## config.mk

```make
export PLATFORM = sky130hd
export DESIGN_NAME = sync_fifo_param
export DESIGN_NICKNAME = d
export VERILOG_FILES = /design/src/rtl/fifo_pkg.sv /design/src/rtl/fifo_mem.sv /design/src/rtl/sync_fifo_param.sv
export SDC_FILE = /design/constraint.sdc
export NUM_CORES = 1
export LEC_CHECK = 0
export ABC_AREA = 1
export CORE_UTILIZATION = 35
export CTS_CLUSTER_DIAMETER = 120
export DETAILED_ROUTE_END_ITERATION = 10
export PLACE_DENSITY_LB_ADDON = 0.15
export SLEW_MARGIN = 10
export SYNTH_ARGS = -nofsm -noshare
export SYNTH_HDL_FRONTEND = slang
export SYNTH_SLANG_ARGS = --single-unit
```

## constraint.sdc

```tcl
create_clock -name clk -period 7.8 [get_ports clk]
set_clock_uncertainty 0.1 [all_clocks]
set_input_delay 1.56 -clock clk [delete_from_list [all_inputs] [get_ports clk]]
set_output_delay 1.56 -clock clk [all_outputs]
set_load 0.05 [all_outputs]
```

## src/rtl/fifo_pkg.sv

```systemverilog
// Shared constants and parameter checks for the synchronous FIFO.
package fifo_pkg;

  localparam int DEF_DATA_W = 8;
  localparam int DEF_ADDR_W = 4;

  function automatic bit fifo_th_ok(input int afull_th, input int aempty_th, input int depth);
    return (afull_th <= depth) && (aempty_th < depth);
  endfunction

endpackage

```

## src/rtl/fifo_mem.sv

```systemverilog
// DEPTH x DATA_W storage: one synchronous write port, one asynchronous read port, no reset.
module fifo_mem #(
  parameter int DATA_W = 8,
  parameter int ADDR_W = 4
) (
  input  logic              clk_i,
  input  logic              we_i,
  input  logic [ADDR_W-1:0] waddr_i,
  input  logic [DATA_W-1:0] wdata_i,
  input  logic [ADDR_W-1:0] raddr_i,
  output logic [DATA_W-1:0] rdata_o
);

  logic [DATA_W-1:0] mem_q [2**ADDR_W];

  always_ff @(posedge clk_i) begin
    if (we_i) mem_q[waddr_i] <= wdata_i;
  end

  assign rdata_o = mem_q[raddr_i];

endmodule

```

## src/rtl/sync_fifo_param.sv

```systemverilog
// Parameterised single-clock FIFO with wrap-bit pointers, threshold flags,
// sticky error flags and selectable registered / show-ahead read.
module sync_fifo_param
  import fifo_pkg::*;
#(
  parameter int DATA_W     = DEF_DATA_W,
  parameter int ADDR_W     = DEF_ADDR_W,
  parameter int AFULL_TH   = (2**ADDR_W) - 2,
  parameter int AEMPTY_TH  = 2,
  parameter int SHOW_AHEAD = 0
) (
  input  logic              clk,
  input  logic              rst_n,
  input  logic              wr_en,
  input  logic [DATA_W-1:0] din,
  input  logic              rd_en,
  output logic [DATA_W-1:0] dout,
  output logic              rd_valid,
  output logic              full,
  output logic              empty,
  output logic              almost_full,
  output logic              almost_empty,
  output logic [ADDR_W:0]   count,
  input  logic              clr_err,
  output logic              overflow,
  output logic              underflow
);

  localparam int DEPTH = 2**ADDR_W;
  localparam logic [ADDR_W:0] AFULL_V  = (ADDR_W+1)'(AFULL_TH);
  localparam logic [ADDR_W:0] AEMPTY_V = (ADDR_W+1)'(AEMPTY_TH);

  generate
    if (!fifo_th_ok(AFULL_TH, AEMPTY_TH, DEPTH)) begin : g_bad_th
      $fatal(1, "sync_fifo_param: AFULL_TH must be <= DEPTH and AEMPTY_TH < DEPTH");
    end
  endgenerate

  logic [ADDR_W:0]   wr_ptr_q, wr_ptr_d;
  logic [ADDR_W:0]   rd_ptr_q, rd_ptr_d;
  logic              overflow_q, overflow_d;
  logic              underflow_q, underflow_d;
  logic              full_w, empty_w, push_w, pop_w;
  logic [DATA_W-1:0] rdata_w;

  assign full_w  = (wr_ptr_q[ADDR_W] != rd_ptr_q[ADDR_W]) &&
                   (wr_ptr_q[ADDR_W-1:0] == rd_ptr_q[ADDR_W-1:0]);
  assign empty_w = (wr_ptr_q == rd_ptr_q);

  // Handshake: a push is taken when wr_en=1 and full=0, a pop when rd_en=1 and
  // empty=0; both flags come only from registered pointers, so acceptance never
  // depends combinationally on the other request.
  assign push_w = wr_en && !full_w;
  assign pop_w  = rd_en && !empty_w;

  always_comb begin
    wr_ptr_d    = wr_ptr_q;
    rd_ptr_d    = rd_ptr_q;
    overflow_d  = overflow_q;
    underflow_d = underflow_q;
    if (push_w) wr_ptr_d = wr_ptr_q + 1'b1;
    if (pop_w)  rd_ptr_d = rd_ptr_q + 1'b1;
    if (clr_err) begin
      overflow_d  = 1'b0;
      underflow_d = 1'b0;
    end
    if (wr_en && full_w)  overflow_d  = 1'b1;
    if (rd_en && empty_w) underflow_d = 1'b1;
  end

  always_ff @(posedge clk or negedge rst_n) begin
    if (!rst_n) begin
      wr_ptr_q    <= '0;
      rd_ptr_q    <= '0;
      overflow_q  <= 1'b0;
      underflow_q <= 1'b0;
    end else begin
      wr_ptr_q    <= wr_ptr_d;
      rd_ptr_q    <= rd_ptr_d;
      overflow_q  <= overflow_d;
      underflow_q <= underflow_d;
    end
  end

  fifo_mem #(
    .DATA_W (DATA_W),
    .ADDR_W (ADDR_W)
  ) u_mem (
    .clk_i   (clk),
    .we_i    (push_w),
    .waddr_i (wr_ptr_q[ADDR_W-1:0]),
    .wdata_i (din),
    .raddr_i (rd_ptr_q[ADDR_W-1:0]),
    .rdata_o (rdata_w)
  );

  generate
    if (SHOW_AHEAD != 0) begin : g_show_ahead
      // Gate with empty so stale memory never reaches dout after a reset.
      assign dout     = empty_w ? '0 : rdata_w;
      assign rd_valid = !empty_w;
    end else begin : g_registered
      logic [DATA_W-1:0] dout_q, dout_d;
      logic              rd_valid_q, rd_valid_d;

      always_comb begin
        dout_d     = dout_q;
        rd_valid_d = pop_w;
        if (pop_w) dout_d = rdata_w;
      end

      always_ff @(posedge clk or negedge rst_n) begin
        if (!rst_n) begin
          dout_q     <= '0;
          rd_valid_q <= 1'b0;
        end else begin
          dout_q     <= dout_d;
          rd_valid_q <= rd_valid_d;
        end
      end

      assign dout     = dout_q;
      assign rd_valid = rd_valid_q;
    end
  endgenerate

  assign full         = full_w;
  assign empty        = empty_w;
  assign count        = wr_ptr_q - rd_ptr_q;
  assign almost_full  = (count >= AFULL_V);
  assign almost_empty = (count <= AEMPTY_V);
  assign overflow     = overflow_q;
  assign underflow    = underflow_q;

endmodule

```

Word level (Yosys, flattened, before mapping)
Memory sizes are Yosys's and may differ from the RTL's. A register that Yosys moved wholly into a read port is not among the register bits.
Index checks and enable logic that the tools add are counted.
{"block": "op_classes", "n_reduce_logical": 10, "muxes": 5, "addsub": 3, "magnitude_cmp": 2, "n_eq_ne": 3}
{"cell": "$add 5x1->5 const B", "n": 2}
{"cell": "$eq 5x5->1", "n": 1}
{"cell": "$ge 5x4->1 const B", "n": 1}
{"cell": "$le 5x2->1 const B", "n": 1}
{"cell": "$logic_and 1x1->1", "n": 5}
{"cell": "$mux 1", "n": 5}
{"cell": "$sub 5x5->5", "n": 1}
{"cell": "$eq 4x4->1", "n": 1}
{"cell": "$reduce_bool 2->1", "n": 2}
{"cell": "$logic_not 1->1", "n": 3}
{"cell": "$ne 1x1->1", "n": 1}
{"block": "word_totals", "ram_bits": 128, "n_memories": 1, "word_cells": 29, "ff_bits": 13, "input_bits": 13, "out_inout_bits": 20}
{"name": "u_mem.mem_q", "depth": 16, "word_bits": 8, "read_ports": 1, "rd_ports_with_merged_regs": 1, "write_ports": 1, "line": "fifo_mem.sv:14", "rtl": "logic [DATA_W-1:0] mem_q [2**ADDR_W];"}

Logic depth before layout (Yosys ltp)
Gate-level depths: netlist of run 1.
{"block": "depth", "depth_word": 6, "mapped_depth": 13, "mapped_depth_nobuf": 11}

Modules after synthesis
Synthesis of run 1 repeated with hierarchy kept, for this count alone.
{"block": "unflattened", "cells_unflattened": 698, "hier_area_um2": 6819.0}
{"module": "fifo_mem", "instances": 1, "area_each_um2": 5606.6, "seq_area_each_um2": 3843.7, "cells_each": 543}
{"module": "sync_fifo_param", "instances": 1, "area_each_um2": 1212.4, "seq_area_each_um2": 525.5, "cells_each": 155}

Least setup slack after synthesis of run 1
Ideal clock, no wire load.
{"block": "synth_timing", "path_kind": "register to output", "start": "reg rd_ptr_q[2]", "end": "out almost_full", "path_buffers": 2, "required_ns": 6.140, "setup_slack_ns": 3.231, "arrival_ns": 2.909, "stages_incl_launch_ff": 8, "path_cell_list": "dfrtp_1 -> buf_2 -> buf_2 -> inv_1 -> ha_1 -> xor2_1 -> nand2_1 -> o21bai_1"}
{"block": "synth_via", "elab_chain_cells": 2}
{"element": "start, declared", "line": "sync_fifo_param.sv:40", "rtl": "logic [ADDR_W:0] rd_ptr_q, rd_ptr_d;"}
{"element": "start signal, assigned", "line": "sync_fifo_param.sv:79", "rtl": "rd_ptr_q <= rd_ptr_d;"}
{"element": "$sub 5x5->5", "line": "sync_fifo_param.sv:129", "rtl": "assign count = wr_ptr_q - rd_ptr_q;"}
{"element": "named net count[2]", "line": "sync_fifo_param.sv:23", "rtl": "output logic [ADDR_W:0] count,"}
{"element": "$ge 5x4->1", "line": "sync_fifo_param.sv:130", "rtl": "assign almost_full = (count >= AFULL_V);"}
{"element": "end, declared", "line": "sync_fifo_param.sv:21", "rtl": "output logic almost_full,"}
The timed path passes the listed nets, and every way through them passes these cells.

Final worst setup path of run 1
{"block": "layout_timing", "start": "reg rd_ptr_q[1]", "end": "out almost_full"}
{"block": "layout_via", "elab_chain_cells": 2}
{"element": "$sub 5x5->5", "line": "sync_fifo_param.sv:129"}
{"element": "$ge 5x4->1", "line": "sync_fifo_param.sv:130"}
Every way passes these cells.

==> summary.txt, run 1 <==
Clock network
  • CTS sink count: 149
  • Worst skew pair latency: 0.42 ns
  • # resized after CTS: 0
  • Post-CTS setup repair buffer count: 0
  • # hold bufs at CTS: 0
  • Worst-path clk slew: 0.06 ns
  • CTS tree: built
  • Clock Tree Buf Depth: 2
  • Cts bufs inserted: 17
  • H-tree lvl count: 4
  • CTS root buf: clkbuf_16

Synthesis
  • Combinational family with the most area after synthesis: simple AND/OR/NAND/NOR gates
  • Adder-cell area share of the yosys netlist: 0.0198
  • Synth Area in Simple Gates: 0.217
  • Avg Synthesized Cell Area: 10.1 um^2
  • Netlist cell types: 24
  • Yosys Warn Count: 0
  • Mux cell area share after synthesis: 0
  • Seq/Total Area, Yosys: 0.653
  • Post-Synth XOR/XNOR Area: 0.0131
  • Synthesized Nets: 687
  • Synth Area in Compound Gates: 0.00785
  • Post-Syn Area: 0.00669 mm^2
  • Synthesized flop and latch total: between 100 and 150
  • Gate Count Post-Synth: 664

Global route
  • Total grt overflow: 0
  • Number of global-route vias before repair: 4,323
  • First-pass GRT wire length: between 20,000 and 25,000 um
  • Initial antenna violation count: 0
  • GRT Util Overall: 0.171
  • Largest net degree at the start of global routing: just under 70

Routing
  • First-pass DRT Iterations: 4
  • Final wirelength: between 15,000 and 20,000 um
  • DR vias: approximately 4,300
  • Wire per inst: 16.3 um
  • Final antenna-violating net count: 0
  • # DRC: 0
  • Initial DRC count: 251
  • Vias per std cell: 4.59

Finish
  • Ant diodes: 0
  • Share of cells above drive strength 1: 0.0623
  • Multi-input logic area: 0.00172 mm^2
  • Non-Filler Instances: 940
  • Fin util: 0.417
  • Reg area: 0.00437 mm^2
  • Fin nets: 716
  • Fillers: around 1,800
  • Synth-to-Final Area Change: 16.5%

Power
  • Leak Pwr: around 3.3 nW
  • Clock Power Share: 0.255
  • Seq pwr share: 0.311
  • Switching part of the total power: 0.421
  • Cell Pwr Density: about 440 mW/mm^2
  • Internal power: a little under 2 mW
  • Worst VDD drop: between 0.15 and 0.2 mV
  • Logic pwr share: 0.434
  • Switch Pwr: 1.43 mW
  • Power, Total: 3.39 mW

STA
  • Fmax: 193 MHz
  • Least-Margin Pin Slew: 1.12 ns
  • Hold Fails Final Rpt: 0
  • Setup TNS Final: 0 ns
  • Fin worst setup slack: roughly 2.6 ns
  • Slew Viols, Final: 0
  • Final setup viols: 0
  • Fin crit share: 0.663
  • RSZ-0062 raised after global routing: no
  • Slew Limit Headroom: 0.249
  • Min Tclk post-route: 5.17 ns

Min path
  • Worst hold path type: reg2reg

Flow run
  • Max-cap viol count: 0

Floorplanning
  • FP Rows: 50
  • Die width: 140 um
  • Starting Density: 0.358
  • Core Area: 0.0187 mm^2
  • Die ar.: roughly 0.02 mm^2
  • Die Ht: 140 um
  • I/O pin cnt: 33

Critical path
  • Startpoint Class: flop
  • Critical Path AT: 3.51 ns
  • Crit path required time: 6.14 ns
  • Worst setup EP type: primary output
  • Max Fanout on Critical Path: 35
  • WS Path Type: reg2out

Place
  • Dpl ws: between 3 and 4 ns
  • HPWL after DPL: 9710 um
  • PortBufs: 32
  • Placed Cells: between 900 and 1,000
  • RePlAce Congestion: 0.821

Outcome
  • Outcome: complete, no violations
==> per-stage QoR <==
step	hold slack [ns]	instance area [um^2]
2_1_floorplan	0.370	6690
3_3_place_gp	0.383	7170
3_5_place_dp	0.392	7170
4_1_cts	0.404	7790
5_1_grt	0.423	7790
6_report	0.406	7790
==> cells in the mapped netlist, drive strengths merged <==
cell | instances | area share
o21ai | 6 | 0.0045
ha | 9 | 0.017
xor2 | 10 | 0.013
nand3 | 92 | 0.069
a21oi | 3 | 0.0022
buf | 24 | 0.023
edfxtp | 128 | 0.57
clkinv | 2 | 0.0011
nand2 | 188 | 0.11
o21bai | 1 | 0.0011
dfrtp | 21 | 0.079
inv | 116 | 0.065
nor2 | 63 | 0.040
fa | 1 | 0.0030
==> cells in the final DEF (no fill, tap or decap), types with 4 or more instances in the layout <==
cell,netlist,layout
bufinv_16,0,4
clkbuf_16,0,17
clkdlybuf4s50_1,0,32
dfrtp_1,21,20
edfxtp_1,128,128
ha_1,9,9
inv_1,112,112
nand2_1,185,185
nand3_1,92,92
nor2_1,59,59
o21ai_0,5,5
xor2_1,10,10
==> logic make-up (layout without fill, tap and decap cells) <==
kind of cell | Yosys count | count (layout)
AOI/OAI and AO/OA | 10 | 10
xor gates and xnor gates | 10 | 10
adders and majority gates | 10 | 10
buffers and inverters | 142 | 184
DFF | 149 | 149
and+or+nand+nor | 343 | 343
==> sequential cells by signal (all words and copies together), names as in the netlist <==
signal and count:
dout 8, underflow 1, rd_ptr_q 5, rd_valid 1
u_mem.mem_q 128, wr_ptr_q 5, overflow 1
==> per-layer routing <==
layer	vias up	GRT usage	share of wire
li1	2170	-	-
met1	2059	0.239	0.49
met2	76	0.263	0.46
met3	14	0.0421	0.041
met4	0	0.0521	0.011
met5	-	0	0
==> final cells by class <==
type,instances,share of cell area
Clock buffer,20,0.0573
Clock inverter,12,0.0230
Inverter,118,0.0572
Multi-Input combinational cell,373,0.221
Sequential cell,149,0.561
Tap cell,234,0.0376
Timing Repair Buffer,34,0.0430
==> power groups by stage <==
| stage | combinational (mW) | sequential (mW) | clock, mW |
|---|---|---|---|
| 2_1_floorplan | 0.990 | 1.14 | 0 |
| 3_3_place_gp | 1.46 | 1.07 | 0 |
| 3_5_place_dp | 1.48 | 1.07 | 0 |
| 4_1_cts | 1.48 | 1.06 | 0.883 |
| 5_1_grt | 1.61 | 1.07 | 0.918 |
| 6_report | 1.47 | 1.06 | 0.867 |
==> critical path: stages (launching register included) <==
cell	delay (ns)
dfrtp_1	0.32
buf_4	0.41
inv_2	0.40
fa_1	0.55
nand3_1	0.08
nand2_1	0.06
xor2_1	0.25
o21bai_1	0.16
clkdlybuf4s50_1	0.83
==> final timing paths <==
kind / startpoint / end / slack, ns / depth (start not counted)
min in group asynchronous: rst_n / dout[0]$_DFFE_PN0P_ / 1.60 / 1
worst min-delay path: rd_ptr_q[3]$_DFFE_PN0P_ / rd_ptr_q[3]$_DFFE_PN0P_ / 0.41 / 1
worst max register to register: rd_ptr_q[1]$_DFFE_PN0P_ / u_mem.mem_q[10][0]$_DFFE_PP_ / 4.41 / 10
worst min register to register: rd_ptr_q[3]$_DFFE_PN0P_ / rd_ptr_q[3]$_DFFE_PN0P_ / 0.41 / 1
max in group asynchronous: rst_n / rd_ptr_q[0]$_DFFE_PN0P_ / 5.31 / 1
worst max-delay path: rd_ptr_q[1]$_DFFE_PN0P_ / almost_full / 2.63 / 8
Power figures use the tool's default switching activity.
==> run 2, diff against run 1 <==
Clock period 7.8 ns to 4.67 ns, I/O delays scaled along.
==> run 2 against run 1 <==
Clock power rose by 61%. Via count decreased by 0.42%. Sequential share of layout area up 0.072 points. Worst hold slack worse by 0.00074 ns.
==> summary.txt, run 2 (synthesis results as in run 1) <==
Floorplanning
  • Die ar.: roughly 0.020 mm^2
  • Die Ht: between 100 and 150 um
  • I/O pin cnt: 33
  • Starting Density: 0.358
  • Core Area: ~0.019 mm^2
  • Die width: 140 um
  • FP Rows: 50

Finish
  • Fin nets: slightly above 700
  • Commonest non-fill, non-tap cell in the layout: nand2_1
  • Fillers: 1,759
  • Synth-to-Final Area Change: 16.3%
  • Most frequent cells in the layout: nand2_1, edfxtp_1, inv_1
  • Share of cells above drive strength 1: 0.0651
  • Ant diodes: 0
  • Number of flip-flops in the largest register: between 100 and 150
  • Largest reg by FF count: u_mem.mem_q

Power
  • Power, Total: 5.61 mW
  • Switch Pwr: 2.37 mW
  • Seq pwr share: 0.315
  • Logic pwr share: 0.436
  • Switching part of the total power: 0.423
  • Internal power: about 3.2 mW
  • Leak Pwr: 3.32 nW
  • Worst VDD drop: 0.348 mV
  • Cell Pwr Density: between 700 and 800 mW/mm^2
  • Clock Power Share: 0.249

Clock network
  • # hold bufs at CTS: 0
  • Worst skew pair latency: 0.43 ns
  • Cts bufs inserted: 17
  • CTS tree: built
  • CTS root buf: clkbuf_16
  • Worst-path clk slew: 0.06 ns
  • CTS sink count: 149
  • Clock Tree Buf Depth: 2
  • H-tree lvl count: 4
  • Post-CTS setup repair buffer count: 0
  • # resized after CTS: 0

Routing
  • Vias per std cell: 4.57
  • Final antenna-violating net count: 0
  • # DRC: 0
  • DR vias: 4,301
  • Wire per inst: 16.2 um
  • Final wirelength: 15,200 um
  • First-pass DRT Iterations: 4
  • Initial DRC count: 295

STA
  • Fin crit share: 0.873
  • RSZ-0062 raised after global routing: no
  • Worst hold slack: 0.405 ns
  • Slew Limit Headroom: 0.187
  • Min Tclk post-route: 4.08 ns
  • Final setup viols: 0
  • Least-Margin Pin Slew: 1.22 ns
  • Setup TNS Final: 0 ns
  • Slew Viols, Final: 0
  • Hold Fails Final Rpt: 0
  • Fmax: 245 MHz

Min path
  • Hold path cells: 2
  • Worst hold path type: reg2reg

Critical path
  • Number of cells on the critical path: 7
  • Most used cell, CP: inv_1
  • Worst path cell trace: inv_1 -> ha_1 -> nand2_1 -> nor2_2 -> inv_1 -> nor2_4 -> clkdlybuf4s50_1
  • Max Fanout on Critical Path: 21
  • CP max stage cell: dfrtp_1
  • Worst R2R Setup Slack: 1.56 ns
  • Worst setup EP type: primary output
  • WS Path Type: reg2out
  • Max incr delay on CP: roughly 0.83 ns
  • Crit path required time: 3.64 ns
  • Critical Path AT: 3.04 ns
  • CP delay by family, top: buffers and inverters
  • R2R depth: 9
  • CP Buf/Inv Count: 3
  • Startpoint Class: flop

Place
  • RePlAce Congestion: ~0.83
  • HPWL after DPL: 9280 um
  • PortBufs: 32

Global route
  • GRT Util Overall: 0.168
  • Total grt overflow: 0
  • First-pass GRT wire length: 24,000 um
  • Number of global-route vias before repair: 4,175
  • Largest net degree at the start of global routing: 68
  • Initial antenna violation count: 0

Outcome
  • Outcome: complete, no violations

Flow run
  • Max-cap viol count: 0
run 2: cell types whose count changed in the layout (fill, tap and decap cells not counted), moves of 2 or more:
cell	previous run	this run
clkbuf_1	2	4
bufinv_16	4	1
clkbuf_8	1	3
buf_4	2	6
clkdlybuf4s50_1	32	29
clkbuf_16	17	20
run 2: worst register-to-register path: stages (launching register included):
cell	delay, ns
dfrtp_1	0.83
inv_1	0.10
ha_1	0.39
nand2_1	0.11
nor2_2	0.05
inv_1	0.08
nor2_4	0.06
nor2_8	0.15
nand2_1	0.19
nor2_1	0.66
run 2: layout make-up:
cell class,instances,area [um^2],area share
Timing Repair Buffer,35,335,0.0431
Multi-Input combinational cell,373,1720,0.221
Tap cell,234,293,0.0376
Sequential cell,149,4370,0.562
Inverter,118,445,0.0572
Clock inverter,5,58.8,0.00756
Clock buffer,27,557,0.0716
run 2: stage by stage:
stage          cell area [um^2]   util  std cells  setup slack (ns)
6_report                   7780  0.416        941             0.594
5_1_grt                    7780  0.416        941             0.392
4_1_cts                    7780  0.416        941             0.554
3_5_place_dp               7170  0.383        909              1.03
3_3_place_gp               7170  0.383        909              1.08
2_1_floorplan              6690      -        664             0.727
run 2: path summary, 6_finish.rpt:
| kind | from | endpoint |
|---|---|---|
| max | rd_ptr_q[2]$_DFFE_PN0P_ | full |
| min | dout[4]$_DFFE_PN0P_ | dout[4]$_DFFE_PN0P_ |
| max reg2reg | rd_ptr_q[2]$_DFFE_PN0P_ | u_mem.mem_q[8][2]$_DFFE_PP_ |
| min reg2reg | dout[4]$_DFFE_PN0P_ | dout[4]$_DFFE_PN0P_ |
| max in group asynchronous | rst_n | rd_ptr_q[0]$_DFFE_PN0P_ |
| min in group asynchronous | rst_n | dout[0]$_DFFE_PN0P_ |
run 2: metal layers:
metal / global-route usage / vias up / routed length [um]
li1: - / 2168 / -
met4: 0.0694 / 0 / 234
met2: 0.260 / 75 / 7010
met3: 0.0311 / 20 / 452
met5: 0 / - / 0
met1: 0.233 / 2038 / 7510
run 2: power groups by stage:
stage	clock network (mW)	registers [mW]	logic, mW
floorplan	0	1.90	1.65
global placement	0	1.79	2.45
detailed placement	0	1.79	2.47
CTS	1.42	1.77	2.47
global route	1.47	1.79	2.67
finish	1.40	1.77	2.44
==> run 3, diff against run 2 <==
Settings changed: CORE_MARGIN set to 3, CTS_CLUSTER_SIZE set to 8.
==> run 3 against run 2 <==
Combinational power about the same. Total power increased by 2.8%. Highest routed layer unchanged. Utilization increased by 0.93 points.
==> summary.txt, run 3 (synthesis results as in run 1) <==
Outcome
  • Outcome: complete, no violations

Place
  • Placed Cells: around 900
  • RePlAce Congestion: 0.811
  • HPWL after DPL: 9460 um
  • PortBufs: 32

Power
  • Leak Pwr: around 3.3 nW
  • Worst VDD drop: around 0.42 mV
  • Power, Total: 5.76 mW
  • Cell Pwr Density: about 740 mW/mm^2

STA
  • Fmax: roughly 240 MHz
  • Final setup viols: 0
  • Hold Fails Final Rpt: 0
  • Setup TNS Final: 0 ns
  • RSZ-0062 raised after global routing: no
  • Fin crit share: 0.876
  • Least-Margin Pin Slew: 1.17 ns
  • Min Tclk post-route: between 4 and 5 ns
  • Slew Viols, Final: 0
  • Slew Limit Headroom: 0.221

Critical path
  • Critical Path AT: slightly above 3 ns
  • CP delay by family, top: buffers and inverters
  • WS Path Type: reg2out
  • Most used cell, CP: inv_1
  • Worst setup EP type: primary output
  • Max incr delay on CP: 0.80 ns
  • Max Fanout on Critical Path: 21
  • Startpoint Class: flop
  • Crit path required time: roughly 3.6 ns
  • CP Buf/Inv Count: 3
  • Worst path cell trace: inv_1 -> ha_1 -> a21oi_1 -> nand2_1 -> xor2_1 -> inv_1 -> clkdlybuf4s50_1
  • Worst R2R Setup Slack: 1.49 ns
  • CP max stage cell: dfrtp_1

Floorplanning
  • Die Ht: 144 um
  • Die ar.: between 0.02 and 0.025 mm^2
  • FP Rows: 49
  • Starting Density: 0.364
  • Die width: 144 um
  • I/O pin cnt: 33
  • Core Area: 0.0184 mm^2

Finish
  • Commonest non-fill, non-tap cell in the layout: nand2_1
  • Largest reg by FF count: u_mem.mem_q
  • Share of cells above drive strength 1: 0.0679
  • Non-Filler Instances: 936
  • Ant diodes: 0
  • Number of flip-flops in the largest register: between 100 and 150
  • Fin nets: 717
  • Synth-to-Final Area Change: 16.9%
  • Most frequent cells in the layout: nand2_1, edfxtp_1, inv_1

Global route
  • Largest net degree at the start of global routing: 68
  • Number of global-route vias before repair: 4,206
  • Total grt overflow: 0
  • Initial antenna violation count: 0
  • First-pass GRT wire length: 23,700 um
  • GRT Util Overall: 0.155

Clock network
  • Worst-path clk slew: 0.06 ns
  • # hold bufs at CTS: 0
  • Clock Tree Buf Depth: 2
  • CTS tree: built
  • CTS sink count: 149
  • CTS root buf: clkbuf_16
  • # resized after CTS: 0
  • Post-CTS setup repair buffer count: 0
  • Cts bufs inserted: 17
  • H-tree lvl count: 4
  • Worst skew pair latency: 0.42 ns

Routing
  • First-pass DRT Iterations: 5
  • # DRC: 0
  • Initial DRC count: roughly 350
  • Final antenna-violating net count: 0
  • Vias per std cell: 4.65
  • DR vias: 4,356
  • Final wirelength: 15,300 um
  • Wire per inst: 16.4 um

Min path
  • Worst hold path type: reg2reg

Flow run
  • Max-cap viol count: 0
-- run 3: changes by cell type in the layout (fill, tap and decap cells not counted) --
cell        change
clkinv_2        +1
bufinv_16       +5
clkinvlp_4      +2
clkinv_1        +1
clkbuf_1        -3
clkbuf_8        -3
clkbuf_16       -3
-- run 3: stage by stage --
step | area [um^2] | utilization | setup WS, ns | hold WS [ns]
6_report | 7820 | 0.425 | 0.579 | 0.403
3_5_place_dp | 7160 | 0.389 | 1.02 | 0.399
3_3_place_gp | 7160 | 0.389 | 1.08 | 0.383
5_1_grt | 7820 | 0.425 | 0.380 | 0.435
2_1_floorplan | 6690 | - | 0.727 | 0.370
4_1_cts | 7820 | 0.425 | 0.559 | 0.407
-- run 3: report_power, final --
| group | switching (mW) | total (mW) | internal, mW | leakage, nW |
|---|---|---|---|---|
| logic | 1.75 | 2.46 | 0.711 | 1.62 |
| clock network | 0.537 | 1.54 | 0.998 | 0.310 |
| registers | 0.113 | 1.76 | 1.65 | 1.40 |
| total | 2.40 | 5.76 | 3.36 | 3.33 |
-- run 3: worst paths after layout --
kind                                               from                           end  cells after the start
worst min-delay path            rd_ptr_q[3]$_DFFE_PN0P_       rd_ptr_q[3]$_DFFE_PN0P_                      1
worst max register to register  rd_ptr_q[2]$_DFFE_PN0P_  u_mem.mem_q[10][2]$_DFFE_PP_                      9
worst max-delay path            rd_ptr_q[2]$_DFFE_PN0P_                      count[3]                      7
max in group asynchronous                         rst_n       rd_ptr_q[0]$_DFFE_PN0P_                      1
min in group asynchronous                         rst_n           dout[4]$_DFFE_PN0P_                      1
worst min register to register  rd_ptr_q[3]$_DFFE_PN0P_       rd_ptr_q[3]$_DFFE_PN0P_                      1
-- run 3: cell type report --
class / instances / area (um^2)
Clock buffer: 18 / 429
Inverter: 118 / 445
Sequential cell: 149 / 4370
Tap cell: 229 / 287
Multi-Input combinational cell: 373 / 1720
Timing Repair Buffer: 35 / 335
Clock inverter: 14 / 233
Fill cell: 1758 / 10600
-- run 3: worst reg2reg max path: cells and delay by family, from the launching register on --
kind	cells	cell delay, ns
and+or+nand+nor	6	1.28
adders and majority gates	1	0.40
DFF	1	0.80
buffers and inverters	2	0.21
-- run 3: per-layer routing --
| layer | wire, um | part of all wire | global-route usage | up-vias |
|---|---|---|---|---|
| met2 | 7530 | 0.49 | 0.256 | 82 |
| met1 | 7010 | 0.46 | 0.204 | 2086 |
| li1 | - | - | - | 2170 |
| met4 | 235 | 0.015 | 0.0496 | 0 |
| met5 | 0 | 0 | 0 | - |
| met3 | 564 | 0.037 | 0.0370 | 18 |
